[src/rtl/instruction_fetch_unit_if.sv]
// Fetch-stage bundle: instruction memory port, redirect from execute, decode handshake.
// master = fetch unit side, slave = environment (memory/execute/decode) side.
interface instruction_fetch_unit_if #(
  parameter int unsigned ADDR_W  = 10,
  parameter int unsigned INSTR_W = 37
);
  logic               fetch_en;
  logic [ADDR_W-1:0]  imem_addr;
  logic [INSTR_W-1:0] imem_instr;
  logic               redirect_valid;
  logic [ADDR_W-1:0]  redirect_pc;
  logic               out_valid;
  logic               out_ready;
  logic [INSTR_W-1:0] out_instr;
  logic [ADDR_W-1:0]  out_pc;
  logic [15:0]        fetch_count;

  modport master (
    input  fetch_en,
    input  imem_instr,
    input  redirect_valid,
    input  redirect_pc,
    input  out_ready,
    output imem_addr,
    output out_valid,
    output out_instr,
    output out_pc,
    output fetch_count
  );

  modport slave (
    output fetch_en,
    output imem_instr,
    output redirect_valid,
    output redirect_pc,
    output out_ready,
    input  imem_addr,
    input  out_valid,
    input  out_instr,
    input  out_pc,
    input  fetch_count
  );
endinterface

[src/rtl/instruction_fetch_unit.sv]
// Fetch stage: owns the PC, reads the zero-latency instruction memory and queues
// {instr, pc} pairs in a small FIFO towards decode. Redirects flush and reload the PC.
module instruction_fetch_unit #(
  parameter int unsigned       ADDR_W   = 10,
  parameter int unsigned       INSTR_W  = 37,
  parameter int unsigned       DEPTH    = 4,
  parameter logic [ADDR_W-1:0] RESET_PC = '0
) (
  input logic                      clk,
  input logic                      rst_n,
  instruction_fetch_unit_if.master bus
);

  localparam int unsigned PTR_W   = (DEPTH > 1) ? $clog2(DEPTH) : 1;
  localparam int unsigned CNT_W   = $clog2(DEPTH + 1);
  localparam int unsigned ENTRY_W = INSTR_W + ADDR_W;

  logic [ADDR_W-1:0]  pc_q, pc_d;
  logic [PTR_W-1:0]   rd_ptr_q, rd_ptr_d;
  logic [PTR_W-1:0]   wr_ptr_q, wr_ptr_d;
  logic [CNT_W-1:0]   count_q, count_d;
  logic [15:0]        fetch_count_q, fetch_count_d;
  logic [ENTRY_W-1:0] mem_q [DEPTH];
  logic [ENTRY_W-1:0] head;

  logic empty;
  logic full;
  logic push;
  logic pop;

  assign empty = (count_q == '0);
  assign full  = (count_q == CNT_W'(DEPTH));

  // A redirect kills both sides of the FIFO in the same cycle.
  assign pop  = ~empty & bus.out_ready & ~bus.redirect_valid;
  // Full with a simultaneous pop still accepts a new entry, so streaming has no bubble.
  assign push = bus.fetch_en & ~bus.redirect_valid & (~full | pop);

  always_comb begin
    pc_d          = pc_q;
    rd_ptr_d      = rd_ptr_q;
    wr_ptr_d      = wr_ptr_q;
    count_d       = count_q;
    fetch_count_d = fetch_count_q;
    if (bus.redirect_valid) begin
      pc_d     = bus.redirect_pc;
      rd_ptr_d = '0;
      wr_ptr_d = '0;
      count_d  = '0;
    end else begin
      if (push) begin
        wr_ptr_d = wr_ptr_q + PTR_W'(1);
        pc_d     = pc_q + ADDR_W'(1);
      end
      if (pop) begin
        rd_ptr_d      = rd_ptr_q + PTR_W'(1);
        fetch_count_d = fetch_count_q + 16'd1;
      end
      if (push && !pop) begin
        count_d = count_q + CNT_W'(1);
      end else if (pop && !push) begin
        count_d = count_q - CNT_W'(1);
      end
    end
  end

  always_ff @(posedge clk or negedge rst_n) begin
    if (!rst_n) begin
      pc_q          <= RESET_PC;
      rd_ptr_q      <= '0;
      wr_ptr_q      <= '0;
      count_q       <= '0;
      fetch_count_q <= '0;
    end else begin
      pc_q          <= pc_d;
      rd_ptr_q      <= rd_ptr_d;
      wr_ptr_q      <= wr_ptr_d;
      count_q       <= count_d;
      fetch_count_q <= fetch_count_d;
    end
  end

  // Storage is not reset; occupancy alone decides what is visible.
  always_ff @(posedge clk) begin
    if (push) begin
      mem_q[wr_ptr_q] <= {bus.imem_instr, pc_q};
    end
  end

  assign head                        = mem_q[rd_ptr_q];
  assign bus.imem_addr               = pc_q;
  assign bus.out_valid               = ~empty;
  assign {bus.out_instr, bus.out_pc} = empty ? '0 : head;
  assign bus.fetch_count             = fetch_count_q;

endmodule

[src/flat_wrapper.sv]
// flat-port wrapper written by rule: the top's interface ports become plain ports
module instruction_fetch_unit_flat 
#(
  parameter int unsigned       ADDR_W   = 10,
  parameter int unsigned       INSTR_W  = 37,
  parameter int unsigned       DEPTH    = 4,
  parameter logic [ADDR_W-1:0] RESET_PC = '0
)
  (clk, rst_n, bus_fetch_en, bus_imem_instr, bus_redirect_valid, bus_redirect_pc, bus_out_ready, bus_imem_addr, bus_out_valid, bus_out_instr, bus_out_pc, bus_fetch_count);
  instruction_fetch_unit_if #(.ADDR_W(ADDR_W), .INSTR_W(INSTR_W)) bus_i ();
  input logic clk;
  input logic rst_n;
  input wire logic [$bits(bus_i.fetch_en)-1:0] bus_fetch_en;
  input wire logic [$bits(bus_i.imem_instr)-1:0] bus_imem_instr;
  input wire logic [$bits(bus_i.redirect_valid)-1:0] bus_redirect_valid;
  input wire logic [$bits(bus_i.redirect_pc)-1:0] bus_redirect_pc;
  input wire logic [$bits(bus_i.out_ready)-1:0] bus_out_ready;
  output wire logic [$bits(bus_i.imem_addr)-1:0] bus_imem_addr;
  output wire logic [$bits(bus_i.out_valid)-1:0] bus_out_valid;
  output wire logic [$bits(bus_i.out_instr)-1:0] bus_out_instr;
  output wire logic [$bits(bus_i.out_pc)-1:0] bus_out_pc;
  output wire logic [$bits(bus_i.fetch_count)-1:0] bus_fetch_count;
  assign bus_i.fetch_en = bus_fetch_en;
  assign bus_i.imem_instr = bus_imem_instr;
  assign bus_i.redirect_valid = bus_redirect_valid;
  assign bus_i.redirect_pc = bus_redirect_pc;
  assign bus_i.out_ready = bus_out_ready;
  assign bus_imem_addr = bus_i.imem_addr;
  assign bus_out_valid = bus_i.out_valid;
  assign bus_out_instr = bus_i.out_instr;
  assign bus_out_pc = bus_i.out_pc;
  assign bus_fetch_count = bus_i.fetch_count;
  instruction_fetch_unit #(.ADDR_W(ADDR_W), .INSTR_W(INSTR_W), .DEPTH(DEPTH), .RESET_PC(RESET_PC)) u_core (.clk(clk), .rst_n(rst_n), .bus(bus_i));
endmodule
[config.mk]
export PLATFORM = sky130hd
export DESIGN_NAME = instruction_fetch_unit_flat
export DESIGN_NICKNAME = d
export VERILOG_FILES = /design/src/rtl/instruction_fetch_unit_if.sv /design/src/rtl/instruction_fetch_unit.sv /design/src/flat_wrapper.sv
export SDC_FILE = /design/constraint.sdc
export NUM_CORES = 1
export LEC_CHECK = 0
export BUFFER_PORTS_ARGS = -buffer_cell sky130_fd_sc_hd__buf_2
export CORE_MARGIN = 2
export CORE_UTILIZATION = 26
export CTS_BUF_LIST = sky130_fd_sc_hd__clkbuf_8
export DETAILED_ROUTE_END_ITERATION = 8
export PLACE_DENSITY = 0.42
export SYNTH_ARGS = -nofsm -noshare
export SYNTH_HDL_FRONTEND = slang
export SYNTH_SLANG_ARGS = --single-unit
[constraint.sdc]
create_clock -name clk -period 5.6 [get_ports clk]
set_clock_uncertainty 0.05 [all_clocks]
set_input_delay 0.28 -clock clk [delete_from_list [all_inputs] [get_ports clk]]
set_output_delay 0.28 -clock clk [all_outputs]
set_load 0.02 [all_outputs]
==> Word-level counts from Yosys, hierarchy flattened <==
Memory sizes are Yosys's and may differ from the RTL's.
Cells that the tools add are included.
{ "word_totals": {"mem_count": 1, "ram_bits": 188, "out_inout_bits": 74, "word_cells": 42, "ff_bits": 33} }
{ "mem_list": {"columns": ["memory", "words", "word_bits", "rd", "rd_clocked_by_memory_dff", "write_ports", "line", "text"], "rows": [
  ["u_core.mem_q", 4, 47, 1, 0, 1, "instruction_fetch_unit.sv:23", "logic [ENTRY_W-1:0] mem_q [DEPTH];"]
]} }
{ "classes": {"n_eq_ne": 1, "mux": 12, "bitwise": 8, "n_reduce_logical": 9, "add_sub_neg": 6} }
{ "op_table": {"columns": ["operator", "count"], "rows": [
  ["47-bit 2-to-1 mux", 1],
  ["10-bit 2-to-1 mux", 2],
  ["16-bit by 1-bit adder with 16-bit output (second input constant)", 1],
  ["10-bit by 1-bit adder with 10-bit output (second input constant)", 1],
  ["3-bit 2-to-1 mux", 3],
  ["2-bit 2-to-1 mux", 4],
  ["2-bit by 1-bit adder with 2-bit output (second input constant)", 2],
  ["1-bit bitwise AND", 4],
  ["2-bit nonzero test", 2],
  ["3-bit by 1-bit adder with 3-bit output (second input constant)", 1],
  ["3-bit equality test (second input constant)", 1],
  ["3-bit logical NOT", 1],
  ["1-bit inverter", 3],
  ["3-bit nonzero test", 1],
  ["3-bit by 1-bit subtractor with 3-bit output (second input constant)", 1],
  ["1-bit logical AND", 2],
  ["1-bit logical NOT", 2],
  ["1-bit 2-to-1 mux", 2],
  ["2-bit AND reduction", 1],
  ["1-bit bitwise OR", 1]
]} }

==> Depth between registers and ports, before layout <==
{ "depth": {"ltp_word": 11, "ltp_mapped": 9, "depth_no_buf": 8} }

==> Worst setup path before layout <==
No wires, ideal clock.
{ "synth_path": {"path_kind": "register to register", "start": "register u_core.count_q[2]", "end": "memory u_core.mem_q[0][0] (netlist bit), enable pin", "required_time_ps": 5141, "setup_slack_ps": 2922, "path_buffers": 1, "arrival_ps": 2219, "stages_incl_launch_ff": 6, "path_cell_list": "dfrtp_1 -> nor4b_4 -> nand2b_1 -> buf_4 -> nor2_1 -> and2_1"} }
{ "synth_between": {"elab_chain_len": 8, "word_cells_on_any_way": 10, "cone_classes": "eq/ne: 1; mux: 2; bitwise: 6; reduce/logical: 1"} }
{ "synth_rtl": {"columns": ["element", "line", "text"], "rows": [
  ["start: declaration", "instruction_fetch_unit.sv:21", "logic [CNT_W-1:0] count_q, count_d;"],
  ["start signal: assignment", "instruction_fetch_unit.sv:78", "count_q <= count_d;"],
  ["3-bit logical NOT", "instruction_fetch_unit.sv:31", "assign empty = (count_q == '0);"],
  ["1-bit inverter", "instruction_fetch_unit.sv:35", "assign pop = ~empty & bus.out_ready & ~bus.redirect_valid;"],
  ["1-bit bitwise AND (2 in series)", "instruction_fetch_unit.sv:35", null],
  ["1-bit bitwise OR *", "instruction_fetch_unit.sv:37", "assign push = bus.fetch_en & ~bus.redirect_valid & (~full | pop);"],
  ["1-bit bitwise AND *", "instruction_fetch_unit.sv:37", null],
  ["1-bit 2-to-1 mux *", "instruction_fetch_unit.sv:85", "if (push) begin"],
  ["1-bit 2-to-1 mux (implied by the code) *", "instruction_fetch_unit.sv:86", "mem_q[wr_ptr_q] <= {bus.imem_instr, pc_q};"],
  ["end: declaration", "instruction_fetch_unit.sv:23", null]
]} }
Every way passes the cells marked *; elsewhere a longest branch is shown, timed or not.

==> Final worst setup path <==
{ "layout_path": {"start": "register u_core.count_q[1]", "end": "register u_core.count_q[1]"} }
{ "layout_between": {"elab_chain_len": 9, "word_cells_on_any_way": 18, "cone_classes": "add/sub: 2; eq/ne: 1; mux: 3; bitwise: 6; reduce/logical: 6"} }
{ "layout_rtl": {"columns": ["element", "line"], "rows": [
  ["3-bit logical NOT", "instruction_fetch_unit.sv:31"],
  ["1-bit inverter", "instruction_fetch_unit.sv:35"],
  ["1-bit bitwise AND (2 in series)", "instruction_fetch_unit.sv:35"],
  ["1-bit bitwise OR", "instruction_fetch_unit.sv:37"],
  ["1-bit bitwise AND", "instruction_fetch_unit.sv:37"],
  ["1-bit logical AND / 1-bit logical NOT (equally long branches)", "instruction_fetch_unit.sv:59, instruction_fetch_unit.sv:61"],
  ["3-bit 2-to-1 mux / 1-bit logical AND (equally long branches)", "instruction_fetch_unit.sv:59, instruction_fetch_unit.sv:61"],
  ["3-bit 2-to-1 mux / 3-bit nonzero test (equally long branches)", null]
]} }
Parallel ways exist; a longest one is shown, timed or not. The select of a mux whose other input is x is not followed.
A chain may end at the register's enable or synchronous reset.

==> flow_summary.ini <==
[clock_network]
worst_setup_hold_path_clk_slew_ps = 60
cts_tree = done
cts_buffer_depth = 3
cts_inserted_buffers = 42
worstSkewPairLatency_ps = 520
cts_root_buf = sky130_fd_sc_hd__clkbuf_8
cts_repair_resize_count = 0
cts_sinks = 221
htree_levels = 2

[global_route]
wire_length_of_the_first_global_routing_pass_mm = 31.0
congestion_overflow_gr = 0
grt_pass1_vias = 5458
largest_net_degree_at_the_start_of_global_routing = 53
grt_antenna_before_repair = 0
grt.total_usage_pct = 11.4

[die]
fp.dieArea_um2 = 35600
fp.dieH_um = 189
placement_rows = 67
start_util_pct = 26.4
design.portCount = 126
design.core.area_um2 = 33500
die_w_um = 189

[yosys]
synth_seq_area_share_pct = 73.1
synth.area.top_cells = sky130_fd_sc_hd__edfxtp_1, sky130_fd_sc_hd__mux4_2, sky130_fd_sc_hd__dfrtp_1
synthFlopType = sky130_fd_sc_hd__edfxtp_1
synth_compound_gate_area_share_pct = 1.05
synthesis.instances = 473
area_share_of_xor_xnor_cells_in_the_synthesized_design_pct = 2.77
synth_adder_area_share_pct = 1.07
share_of_cell_area_taken_by_muxes_after_synthesis_pct = 12.7
synthSimpleGateAreaFrac_pct = 7.86
synth_nets = 532
synthDistinctLibCells = 40
synth-seq-cells = 221
synth.cell_area_um2 = 8860
synth-edff-count = 188
synth_top_family_by_area = multiplexers
ys.warnings.count = 0
syn_avg_cell_area_um2 = 18.7
synth_top_area_cell = sky130_fd_sc_hd__edfxtp_1
synth_async_sr_flop_share_pct = 14.9
netlist.area_leader.share_pct = 63.7

[timing]
worst_slack_ps = 2550
hold_viol = 0
finalCritPeriodShare_pct = 54.4
finalHoldWorstSlack_ps = 189
finalWorstPathRequiredPeriod_ps = 3050
drv_slew = 0
setup_viol_count_final = 0
max_clock_freq_mhz = 328
max_slew.worst_pin.slew_ps = 1060
grt_setup_unrepaired = no
relSlewSlack_pct = 29.2
tns_ps = 0

[setup_path]
critical-path-top-delay-family = simple AND/OR/NAND/NOR gates
critPathSlowestCell = sky130_fd_sc_hd__nor4b_4
crit_path_max_cell_delay_ps = 580
path_max_fanout = 10
cp_cell_sequence = nor4b_4 -> nand2b_1 -> nor2_1 -> and2_1 -> fa_1 -> nor3_1 -> o21ai_0 -> a221oi_1
ff2ff_setup_slack_ps = 2550
r2r_end = u_core.count_q[1]
endpoint_kind = flip-flop
cp.required_ps = 5950
critical_path_buf_inv_count = 0
crit_type = reg -> reg
ff2ff_path_depth = 8
worst_ep_arrival_time_ps = 3390
timing.critical_path.from_type = flip-flop
worst_r2r_startpoint = u_core.count_q[1]

[pwr]
power.sequential.fraction_pct = 43.5
total_leakage_power_uw = 0.00409
fin_total_pwr_uw = 4860
cell_internal_pwr_uw = 3250
share_clk_of_total_power_pct = 29.0
netSwitchingPower_uw = 1610
power.share.combinational_pct = 27.5
power.density_cell_area_nw_per_um2 = 433
p_sw_share_pct = 33.1
irDropWorstVdd_uv = 197

[worst_hold_path]
holdCritStartpoint = bus_redirect_valid
whs_endpoint = u_core.rd_ptr_q[1]
number_of_instances_on_the_worst_hold_path = 2
worstHoldPathType = in -> reg

[detailed_routing]
route.antenna.remaining_nets = 0
initialDrtViolationCount = 234
routed_via_count_divided_by_cell_count = 4.29
dr.pass1.iters = 5
drt-total-wl_mm = 20.1
drc = 0
wl_per_cell_um = 17.5
vias = 4934

[layout]
layout-drive-gt1-share_pct = 34.9
fillers = 3320
antenna_cells_inserted = 0
area_growth_syn_to_layout_pct = 26.6
nNetsFinal = 732

[status]
status = complete, no violations

[placed_design]
buffer_ports.inserted = 125
pre_cts_slack_ps = 2500
routabilityCongestion = 0.707
place.detailed.hpwl_mm = 11.8

[flow_run]
cap_violations = 0
cell usage in the layout, fill, tap and decap left out, types with 4 or more instances in the layout:
cell type,n
sky130_fd_sc_hd__nand4_1,7
sky130_fd_sc_hd__nor3_1,6
sky130_fd_sc_hd__nand3_1,9
sky130_fd_sc_hd__buf_2,125
sky130_fd_sc_hd__nand2_1,15
sky130_fd_sc_hd__o21ai_0,9
sky130_fd_sc_hd__nor2_1,14
sky130_fd_sc_hd__and2_2,4
sky130_fd_sc_hd__clkinv_1,6
sky130_fd_sc_hd__edfxtp_1,188
sky130_fd_sc_hd__inv_1,20
sky130_fd_sc_hd__dlygate4sd3_1,48
sky130_fd_sc_hd__and2_1,48
sky130_fd_sc_hd__dfrtp_1,31
sky130_fd_sc_hd__clkbuf_8,42
sky130_fd_sc_hd__ha_1,6
sky130_fd_sc_hd__xnor2_1,15
sky130_fd_sc_hd__clkinv_2,7
sky130_fd_sc_hd__buf_4,5
sky130_fd_sc_hd__mux4_2,47
sky130_fd_sc_hd__xor2_1,13
final cells by class:
class | instances | area [um^2] | area share (%)
inverters | 8 | 30.0 | 0.268
clock inverters | 31 | 168 | 1.50
flip-flops and latches | 221 | 6480 | 57.8
multi-input cells | 222 | 2260 | 20.1
well taps | 448 | 561 | 5.00
repair buffers | 178 | 1140 | 10.2
clock buffers | 42 | 578 | 5.16
registers in the layout, summed over array words and instances (netlist names):
register	flops
u_core.wr_ptr_q	2
u_core.mem_q	188
u_core.count_q	3
u_core.bus.imem_addr	10
u_core.rd_ptr_q	2
u_core.bus.fetch_count	16
routing by layer:
metal / routed length (um) / vias up / GRT usage [%]
li1: - / 2243 / -
met1: 8800 / 2491 / 14.7
met2: 9600 / 167 / 18.7
met3: 1330 / 33 / 3.15
met4: 343 / 0 / 3.34
met5: 0 / - / 0
cells in the mapped netlist (all sizes together), types with 2 or more instances:
cell type / instances
nand3: 9
nand2: 15
nor4b: 2
nor3b: 2
and3: 3
mux4: 47
nor4: 3
edfxtp: 188
nor3: 7
o21ai: 9
nor2: 14
xor2: 13
mux2i: 2
inv: 8
mux2: 4
buf: 12
xnor2: 15
ha: 6
nand4: 7
dfrtp: 33
clkbuf: 10
and2: 52
kinds of logic (layout without fill, tap and decap cells):
family | count (synthesis) | count (layout)
buf+inv | 30 | 259
simple gates | 120 | 120
xor+xnor | 28 | 28
compound gates | 14 | 14
flops | 221 | 221
fa+ha+maj | 7 | 7
mux | 53 | 53
what timing repair did:
action | 4_1_cts | 5_1_grt
buffers inserted | 0 | 0
hold endpoints to repair | 191 | 0
hold buffers | 48 | 0
worst max-delay path by stage:
stage	from	endpoint	slack, ps	cells past startpoint
after floorplan	u_core.count_q[2]	u_core.mem_q[0][0]	2920	5
after global placement	u_core.count_q[1]	u_core.count_q[1]	2630	8
after detailed placement	u_core.count_q[1]	u_core.count_q[2]	2500	8
after CTS	u_core.count_q[1]	u_core.count_q[1]	2440	8
after global routing	u_core.count_q[1]	u_core.count_q[1]	2260	8
final	u_core.count_q[1]	u_core.count_q[1]	2550	8
through the flow:
step | area, um^2 | utilization [%] | std cells
after floorplan | 8860 | - | 473
after global placement | 9990 | 29.8 | 1029
after detailed placement | 9990 | 29.8 | 1029
after CTS | 11200 | 33.4 | 1150
after global routing | 11200 | 33.4 | 1150
final | 11200 | 33.4 | 1150
power groups by stage:
stage	clock network [uW]	registers (uW)	logic [uW]
global placement	0	2150	1330
detailed placement	0	2160	1350
finish	1410	2110	1340
floorplan	0	2040	982
global route	1560	2150	1460
CTS	1480	2130	1380
Note: power is estimated with default switching activity, not from simulation.
